**src/rtl/accum_seq.sv**
```systemverilog
// Operand-burst accumulator: clears, sums exactly num_ops operands from a valid/ready
// stream, then holds the sum and a sticky carry flag on a valid/ready result port.
module accum_seq #(
  parameter int WIDTH = 8,
  parameter int CNT_W = 4,
  parameter bit SAT   = 1'b0
) (
  input  logic             clock,
  input  logic             reset_n,
  input  logic             start,
  input  logic [CNT_W-1:0] num_ops,
  input  logic             abort,
  input  logic [WIDTH-1:0] in_data,
  input  logic             in_valid,
  output logic             in_ready,
  output logic [WIDTH-1:0] res_data,
  output logic             res_valid,
  input  logic             res_ready,
  output logic             overflow,
  output logic             busy
);

  typedef enum logic [1:0] {
    S_IDLE,
    S_CLEAR,
    S_ACCUM,
    S_DONE
  } state_t;

  state_t           state;
  state_t           state_nxt;
  logic [WIDTH-1:0] acc;
  logic [CNT_W-1:0] remaining;
  logic [WIDTH:0]   sum;
  logic             beat;
  logic             last_beat;
  logic             load;

  assign sum       = {1'b0, acc} + {1'b0, in_data};
  assign beat      = (state == S_ACCUM) && in_valid;
  assign last_beat = beat && (remaining == CNT_W'(1));
  assign load      = (state == S_IDLE) && start && !abort && (num_ops != '0);

  always_ff @(posedge clock or negedge reset_n) begin
    if (!reset_n) begin
      state <= S_IDLE;
    end else begin
      state <= state_nxt;
    end
  end

  always_comb begin
    state_nxt = state;
    in_ready  = 1'b0;
    res_valid = 1'b0;
    case (state)
      S_IDLE: begin
        if (load) begin
          state_nxt = S_CLEAR;
        end
      end
      S_CLEAR: begin
        state_nxt = S_ACCUM;
      end
      S_ACCUM: begin
        in_ready = 1'b1;
        if (last_beat) begin
          state_nxt = S_DONE;
        end
      end
      S_DONE: begin
        res_valid = 1'b1;
        if (res_ready) begin
          state_nxt = S_IDLE;
        end
      end
      default: begin
        state_nxt = S_IDLE;
      end
    endcase
    // abort wins over every other transition, including res_ready in DONE
    if (abort) begin
      state_nxt = S_IDLE;
    end
  end

  // An operand offered in the abort cycle is still absorbed; only the hand-off is dropped.
  always_ff @(posedge clock or negedge reset_n) begin
    if (!reset_n) begin
      acc       <= '0;
      overflow  <= 1'b0;
      remaining <= '0;
    end else if (state == S_CLEAR) begin
      acc      <= '0;
      overflow <= 1'b0;
    end else if (beat) begin
      acc       <= (SAT && sum[WIDTH]) ? {WIDTH{1'b1}} : sum[WIDTH-1:0];
      overflow  <= overflow | sum[WIDTH];
      remaining <= remaining - CNT_W'(1);
    end else if (load) begin
      remaining <= num_ops;
    end
  end

  assign res_data = acc;
  assign busy     = (state != S_IDLE);

endmodule

```
**config.mk**
```make
export PLATFORM = sky130hd
export DESIGN_NAME = accum_seq
export DESIGN_NICKNAME = d
export VERILOG_FILES = /design/src/rtl/accum_seq.sv
export SDC_FILE = /design/constraint.sdc
export NUM_CORES = 1
export LEC_CHECK = 0
export ABC_CLOCK_PERIOD_IN_PS = 3400
export CAP_MARGIN = 25
export CELL_PAD_IN_SITES_DETAIL_PLACEMENT = 2
export CELL_PAD_IN_SITES_GLOBAL_PLACEMENT = 2
export CORE_ASPECT_RATIO = 1.4
export CORE_MARGIN = 4
export CORE_UTILIZATION = 31
export CTS_CLUSTER_SIZE = 16
export DETAILED_ROUTE_END_ITERATION = 6
export PLACE_DENSITY_LB_ADDON = 0.08
export SYNTH_ARGS = -nofsm -noshare
export SYNTH_HDL_FRONTEND = slang
export SYNTH_SLANG_ARGS = --single-unit
```
**constraint.sdc**
```tcl
create_clock -name clock -period 3.4 [get_ports clock]
set_clock_uncertainty 0.05 [all_clocks]
set_input_delay 0.51 -clock clock [delete_from_list [all_inputs] [get_ports clock]]
set_output_delay 0.51 -clock clock [all_outputs]
set_load 0.01 [all_outputs]
```
### Yosys cells after proc, flatten, opt, wreduce, memory -nomap -nowiden

Index checks and enable logic that the tools add are counted.

| cells by class | value |
|---|---|
| add/subtract/negate cells | 2 |
| multiply operators | 0 |
| divide/modulo/power cells | 0 |
| magnitude comparators | 0 |
| eq/ne operators | 7 |
| shift-type cells | 0 |
| mux-type cells | 13 |
| bitwise gates (word level) | 2 |
| reduce and logical (&&, ||, !) cells | 13 |

Operator list:

| operator | number |
|---|---|
| 8-bit two-way mux | 2 |
| 8-bit by 8-bit adder with 9-bit output | 1 |
| 3-bit inequality test, second input constant | 3 |
| 2-bit two-way mux | 4 |
| 4-bit two-way mux | 2 |
| 2-bit one-hot mux with 4 select lines | 1 |
| 2-bit nonzero test | 3 |
| 1-bit logical AND | 5 |
| 2-bit equality test, second input constant | 2 |
| 4-bit by 1-bit equality test with 1-bit output, second input constant | 1 |
| 1-bit two-way mux | 4 |
| 4-bit nonzero test | 1 |
| 4-bit by 1-bit subtractor with 4-bit output, second input constant | 1 |
| 3-bit AND reduction | 1 |
| 2-bit by 1-bit equality test with 1-bit output, second input constant | 1 |
| 2-bit zero test | 1 |
| 2-bit AND reduction | 1 |
| 1-bit zero test | 1 |
| 1-bit inverter | 1 |
| 1-bit OR | 1 |

| storage, ports and cells | value |
|---|---|
| flip-flop bits (word level) | 15 |
| bits in latches | 0 |
| memory bits (writable) | 0 |
| ROM bits | 0 |
| input bits | 18 |
| output and inout bits | 12 |
| word-level logic and storage cells | 41 |
| memories kept | 0 |

### Depth between registers and ports, before layout

Gate-level depths: netlist of run 1.

| logic depth | value |
|---|---|
| depth in word-level cells | 7 |
| mapped depth | 7 |
| gate-level depth less buffers | 6 |

### Worst setup path after synthesis of run 1

No wires, ideal clock.

| timing | value |
|---|---|
| kind | input to register |
| start | in in_data[0] |
| end | reg acc[6] (netlist: res_data[6]) |
| setup time | 0.070 ns |
| arrival | 2.031 ns |
| setup slack | 1.249 ns |
| stages on the path | 6 |
| buffers on the path | 0 |
| path through | ha_1 fa_1 a211oi_1 o21bai_1 a2111oi_0 nand3b_1 |

| between the ends | value |
|---|---|
| longest elaborated chain between the ends | 3 |

Ends and longest elaborated chain:

| what | line | text |
|---|---|---|
| start, declared | 13 | `input logic [WIDTH-1:0] in_data,` |
| 8-bit by 8-bit adder with 9-bit output | 39 | `assign sum = {1'b0, acc} + {1'b0, in_data};` |
| 8-bit two-way mux | 96 | `end else if (beat) begin` |
| 8-bit two-way mux | 93 | `end else if (state == S_CLEAR) begin` |
| end signal, assigned | 97 | `acc <= (SAT && sum[WIDTH]) ? {WIDTH{1'b1}} : sum[WIDTH-1:0];` |
| end, declared | 32 | `logic [WIDTH-1:0] acc;` |

No other way between the ends. The select of a mux whose other input is x is not followed.
A chain may end at the register's enable or synchronous reset.

### Worst setup path in the final report of run 1

Ends and elaborated chain as after synthesis.

==> impl_metrics.env, run 1 <==
export IMPL_outcome="finished clean"
export IMPL_rsz0062_at_grt="false"
export IMPL_die_width_um=60.6
export IMPL_finalCriticalPeriod_ps=2540
export IMPL_total_leakage_power_nw=0.699
export IMPL_worst_pin_slew_ps=777
export IMPL_yosysTopAreaCellShare_pct=31.2
export IMPL_drt_antenna_violating_nets=0
export IMPL_cts_buffers=3
export IMPL_grt_pass1_wl_mm=6.33
export IMPL_stdcell_count=204
export IMPL_clkPwrFrac_pct=12.4
export IMPL_vias=1165
export IMPL_hold_viol_final=0
export IMPL_portBuffers=29
export IMPL_yosys_top_cells_area="dfrtp_1 31%, ha_1 16%, o21ai_0 3.7%, a211oi_1 3.7%, nand2_1 3.1%"
export IMPL_syn_to_final_growth_pct=31.3
export IMPL_place_gp_congestion=0.798
export IMPL_end_kind="register"
export IMPL_post_cts_resize_count=0
export IMPL_power_density_nw_per_um2=797
export IMPL_vias_per_cell=5.71
export IMPL_drive_above_1_share_pct=4.94
export IMPL_antenna_found_initial=0
export IMPL_ys_async_sr_fraction_pct=100
export IMPL_die_height_um=81.7
export IMPL_ios=30
export IMPL_dp_hpwl_mm=2.87
export IMPL_synth_top_family_by_area="compound AO/OA/AOI/OAI gates"
export IMPL_start_util_pct=32.4
export IMPL_ir_drop_mv=0.367
export IMPL_root_buffer="clkbuf_8"
export IMPL_post_cts_buffers=0
export IMPL_finalCritPeriodShare_pct=74.6
export IMPL_wl_per_cell_um=17.9
export IMPL_grt_max_degree=20
export IMPL_stdcell_area_sq_um=1580
export IMPL_placed_cell_area_sq_um=1530
export IMPL_nets=197
export IMPL_gr_total_overflow=0
export IMPL_comb_power_share_pct=61.4
export IMPL_clk_path_buf_depth=2
export IMPL_clk_pin_slew_ps=80
export IMPL_synth_ff_type="dfrtp_1"
export IMPL_drc=0
export IMPL_num_rows=26
export IMPL_layout_commonest_cell="clkdlybuf4s50_1"
export IMPL_worst_setup_path_start_kind="input pin"
export IMPL_fin_tns_setup_ps=0
export IMPL_hp_class="register to register"
export IMPL_cts_tree="built"
export IMPL_cp_slowest_stage_delay_ps=430
export IMPL_dpl_cell_count=200
export IMPL_antenna_cells=0
export IMPL_crit_required_ps=3550
export IMPL_synth_mux_area_fraction_pct=0.832
export IMPL_max_freq_ghz=0.394
export IMPL_synth_compound_area_share_pct=28.1
export IMPL_cts_sinks=15
export IMPL_synth_xor_area_share_pct=0.728
export IMPL_slew_viol_final=0
export IMPL_grt_usage_pct=16.9
export IMPL_dp_worst_setup_slack_ps=600
export IMPL_die_area_sq_um=4950
export IMPL_worst_path_max_delay_cell="fa_1"
export IMPL_pwr_share_seq_pct=26.1
export IMPL_yosysUniqueCellTypes=41
export IMPL_yosysTopAreaCell="dfrtp_1"
export IMPL_synthSimpleGateAreaFrac_pct=18.6
export IMPL_synth_seq_cells=15
export IMPL_core_sq_um=3710
export IMPL_synth_area_sq_um=1200
export IMPL_switching_share_pct=44.9
export IMPL_clkLatencyLatePin_ps=260
export IMPL_p_int_w=0.000693
export IMPL_maxCapViolations=0
export IMPL_crit_type="input pin to register"
export IMPL_crit_fanout=3
export IMPL_wirelength_mm=3.66
export IMPL_avgSynthCellArea_sq_um=9.11
export IMPL_finalSetupViolCount=0
export IMPL_synth_edf_count=0
export IMPL_worst_ep_arrival_time_ps=2680
export IMPL_worst_slack_ps=865
export IMPL_fill_cells=424
export IMPL_yosys_warnings=0
export IMPL_relSlewSlack_pct=48.0
export IMPL_path_cells="clkdlybuf4s50_1 -> ha_1 -> fa_1 -> a211oi_1 -> o21bai_1 -> a2111oi_0 -> nand3b_1"
export IMPL_drt_iter0_markers=11
export IMPL_netlist_instances=132
export IMPL_most_common_layout_cells="29 x clkdlybuf4s50_1, 15 x ha_1, 15 x dfrtp_1"
export IMPL_cts_max_level=1
export IMPL_yosysSeqAreaShare_pct=31.2
export IMPL_grt_pass1_vias=1303
export IMPL_postCtsHoldBufs=0
export IMPL_synth_nets=166
export IMPL_drt_pass1_iter_count=3
export IMPL_switching_power_w=0.000565
export IMPL_synthAdderAreaFrac_pct=17.3
-- power by group through the flow --
stage          Clock, W  Sequential [W]  Combinational [W]
2_1_floorplan         0        0.000336           0.000482
3_3_place_gp          0        0.000326           0.000757
3_5_place_dp          0        0.000334           0.000784
4_1_cts        0.000162        0.000330           0.000788
5_1_grt        0.000172        0.000340           0.000891
6_report       0.000157        0.000329           0.000773
-- Yosys cell counts, drive strengths merged, types with 2 or more instances --
cell / n
dfrtp: 15
ha: 15
nand2: 10
o21ai: 10
nor2: 9
a21oi: 7
inv: 7
a211oi: 6
nand3: 6
nor3: 6
a21o: 4
and2: 4
a2111oi: 2
a211o: 2
a2bb2oi: 2
clkbuf: 2
nor2b: 2
o21a: 2
o31ai: 2
or4: 2
-- worst paths after layout --
path / startpoint / end / slack, ps / depth (start not counted)
setup / recovery: in_data[0] / res_data[6] / 860 / 7
hold / removal: res_data[0] / res_data[0] / 510 / 2
setup reg to reg: res_data[0] / res_data[6] / 1130 / 6
hold reg to reg: res_data[0] / res_data[0] / 510 / 2
max in group asynchronous: reset_n / remaining[1] / 2160 / 1
min in group asynchronous: reset_n / res_data[4] / 650 / 1
-- cell families after synthesis --
family                     count (synthesis)
xor gates and xnor gates                   1
muxes                                      1
buffers and inverters                     10
DFF                                       15
AOI/OAI and AO/OA                         46
adders and majority gates                 16
and+or+nand+nor                           43
-- flip-flops by register name, summed over array words and instances, names as in the netlist --
name and cells:
overflow 1, remaining 4, res_data 8, state 2
-- critical path, delay by kind of cell --
| kind | cells | cell delay, ps |
|---|---|---|
| AO/OA/AOI/OAI | 3 | 930 |
| adder cells (fa/ha/maj) | 2 | 670 |
| buffers and inverters | 1 | 400 |
| AND/OR/NAND/NOR | 1 | 170 |
-- stage by stage --
stage | hold WS [ps] | total power [W] | util, %
6_report | 507 | 0.00126 | 42.6
5_1_grt | 548 | 0.00140 | 42.6
4_1_cts | 518 | 0.00128 | 42.6
3_5_place_dp | 506 | 0.00112 | 41.3
3_3_place_gp | 488 | 0.00108 | 41.3
2_1_floorplan | 164 | 0.000817 | -
-- per-layer routing --
metal | track usage [%] | vias to the layer above | share of wire [%]
met5 | 0 | - | 0
li1 | - | 556 | -
met4 | 5.21 | 0 | 1.5
met2 | 31.8 | 22 | 54
met3 | 2.04 | 5 | 3.3
met1 | 19.3 | 582 | 41
-- cell type report --
cell class | count | area, sq um | area share [%]
clock inverters | 1 | 5.00 | 0.317
flip-flops and latches | 15 | 375 | 23.8
repair buffers | 29 | 290 | 18.4
multi-input cells | 107 | 788 | 49.9
inverters | 7 | 26.3 | 1.66
well taps | 42 | 52.6 | 3.33
clock buffers | 3 | 41.3 | 2.61
(Power assumes the default switching activity.)
==> inputs of run 2 (changes only) <==
--- a/config.mk
+++ b/config.mk
@@ -5,13 +5,13 @@
 export SDC_FILE = /design/constraint.sdc
 export NUM_CORES = 1
 export LEC_CHECK = 0
-export ABC_CLOCK_PERIOD_IN_PS = 3400
+export ABC_CLOCK_PERIOD_IN_PS = 2450
 export CAP_MARGIN = 25
 export CELL_PAD_IN_SITES_DETAIL_PLACEMENT = 2
 export CELL_PAD_IN_SITES_GLOBAL_PLACEMENT = 2
 export CORE_ASPECT_RATIO = 1.4
 export CORE_MARGIN = 4
-export CORE_UTILIZATION = 31
+export CORE_UTILIZATION = 29
 export CTS_CLUSTER_SIZE = 16
 export DETAILED_ROUTE_END_ITERATION = 6
 export PLACE_DENSITY_LB_ADDON = 0.08
==> constraint.sdc (replaced) <==
create_clock -name clock -period 2.45 [get_ports clock]
set_clock_uncertainty 0.05 [all_clocks]
set_input_delay 0.3675 -clock clock [delete_from_list [all_inputs] [get_ports clock]]
set_output_delay 0.3675 -clock clock [all_outputs]
set_load 0.01 [all_outputs]
==> impl_metrics.env, run 2 (synthesis results as in run 1) <==
export IMPL_outcome="finished clean"
export IMPL_finalCritPeriodShare_pct=90.6
export IMPL_worst_setup_path_start_kind="input pin"
export IMPL_gr_total_overflow=0
export IMPL_layout_commonest_cell="clkdlybuf4s50_1"
export IMPL_die_width_um=62.4
export IMPL_path_cells="clkdlybuf4s50_1 -> ha_1 -> fa_1 -> a211oi_2 -> o21bai_1 -> a2111oi_0 -> nand3b_1"
export IMPL_grt_pass1_wl_mm=6.73
export IMPL_place_gp_congestion=0.804
export IMPL_startpoint="in_data[0]"
export IMPL_power_density_nw_per_um2=1110
export IMPL_portBuffers=29
export IMPL_r2r_setup_slack_ps=350
export IMPL_rsz0062_at_grt="false"
export IMPL_crit_fanout=3
export IMPL_clkLatencyLatePin_ps=260
export IMPL_die_height_um=84.2
export IMPL_crit_required_ps=2590
export IMPL_postCtsHoldBufs=0
export IMPL_dpl_cell_count=207
export IMPL_nets=203
export IMPL_core_sq_um=3990
export IMPL_most_common_layout_cells="29 x clkdlybuf4s50_1, 15 x ha_1, 15 x dfrtp_1"
export IMPL_drive_above_1_share_pct=8.33
export IMPL_cts_sinks=15
export IMPL_met1Wirelength_mm=1.53
export IMPL_cts_buffers=3
export IMPL_worstSetupPathDepth=7
export IMPL_finalSetupViolCount=0
export IMPL_vias_per_cell=5.62
export IMPL_ios=30
export IMPL_path_buf_inv=1
export IMPL_start_util_pct=30.2
export IMPL_critPathTopFamily="compound AO/OA/AOI/OAI gates"
export IMPL_hp_class="input pin to async pin"
export IMPL_largest_reg_flops=8
export IMPL_worst_ep_arrival_time_ps=2360
export IMPL_total_leakage_power_nw=0.728
export IMPL_max_freq_ghz=0.451
export IMPL_finalCriticalPeriod_ps=2220
export IMPL_worst_pin_slew_ps=538
export IMPL_hold_viol_final=0
export IMPL_r2r_end="res_data[6]"
export IMPL_post_cts_buffers=0
export IMPL_drt_antenna_violating_nets=0
export IMPL_worst_slack_ps=231
export IMPL_relSlewSlack_pct=64.1
export IMPL_rr_startpoint="res_data[0]"
export IMPL_rr_worst_depth=6
export IMPL_highest_layer="met4"
export IMPL_cts_max_level=1
export IMPL_dp_hpwl_mm=3.06
export IMPL_end_kind="register"
export IMPL_cp_endpoint="res_data[6]"
export IMPL_stdcell_count=211
export IMPL_crit_type="input pin to register"
export IMPL_drc=0
export IMPL_dp_worst_setup_slack_ps=-152
export IMPL_met3WireLength_um=122
export IMPL_p_total_w=0.00181
export IMPL_antenna_found_initial=0
export IMPL_grt_max_degree=16
export IMPL_antenna_cells=0
export IMPL_drt_pass1_iter_count=3
export IMPL_die_area_sq_um=5260
export IMPL_syn_to_final_growth_pct=35.5
export IMPL_drt_iter0_markers=36
export IMPL_grt_pass1_vias=1370
export IMPL_slew_viol_final=0
export IMPL_num_rows=27
export IMPL_maxCapViolations=0
export IMPL_ir_drop_mv=0.366
export IMPL_clk_pin_slew_ps=70
export IMPL_root_buffer="clkbuf_8"
export IMPL_grt_usage_pct=15.9
export IMPL_clk_path_buf_depth=2
export IMPL_cp_slowest_stage_delay_ps=400
export IMPL_wl_per_cell_um=18.3
export IMPL_cts_tree="built"
export IMPL_wl_met2_mm=2.14
export IMPL_wirelength_mm=3.85
export IMPL_worst_path_max_delay_cell="clkdlybuf4s50_1"
export IMPL_vias=1185
==> run 2: cell count changes in the layout (fill, tap and decap cells not counted), sizes merged <==
| cell | change |
|---|---|
| clkbuf | +1 |
| clkinv | -1 |
| buf | +6 |
==> run 2: worst min path at each step <==
stage | slack [ps] | to | cells past startpoint
2_1_floorplan | 20 | overflow | 0
5_1_grt | 430 | remaining[3] | 2
3_3_place_gp | 490 | res_data[0] | 2
6_report | 390 | res_data[1] | 2
4_1_cts | 400 | remaining[3] | 2
3_5_place_dp | 510 | res_data[7] | 2
==> run 2: area by class of cell <==
type | count | area (sq um)
Clock buffer | 4 | 45.0
Fill cell | 452 | 2360
Inverter | 7 | 26.3
Multi-Input combinational cell | 107 | 793
Sequential cell | 15 | 375
Tap cell | 43 | 53.8
Timing Repair Buffer | 35 | 335
==> run 2: timing repair <==
| action | 4_1_cts | 5_1_grt |
|---|---|---|
| endpoints found under the hold margin | 0 | 0 |
| endpoints found under the setup margin | 0 | 1 |
| gates resized for setup | 0 | 1 |
==> run 2: power by group <==
group | switching (W) | total [W] | internal [W]
Clock | 0.000103 | 0.000218 | 0.000116
Combinational | 0.000607 | 0.00113 | 0.000525
Sequential | 0.000100 | 0.000456 | 0.000356
==> run 2: worst register-to-register path, cell delays in order, from the launching register on <==
cell	delay (ps)
dfrtp_1	400
ha_1	220
fa_1	400
a211oi_2	270
o21bai_1	140
a2111oi_0	370
nand3b_1	170
==> run 2: metrics by stage <==
step | setup TNS (ps) | utilization, % | instance area, sq um | hold WS [ps]
after floorplan | 0 | - | 1200 | 21.9
after detailed placement | -152 | 39.6 | 1580 | 510
after CTS | 0 | 40.7 | 1620 | 397
after global placement | -36.0 | 39.6 | 1580 | 490
after global routing | 0 | 40.9 | 1630 | 427
final | 0 | 40.9 | 1630 | 390
==> run 2: layer usage <==
layer / global-route usage [%] / vias to the layer above
li1: - / 568
met1: 17.3 / 589
met2: 30.3 / 23
met3: 2.68 / 5
met4: 5.82 / 0
met5: 0 / -
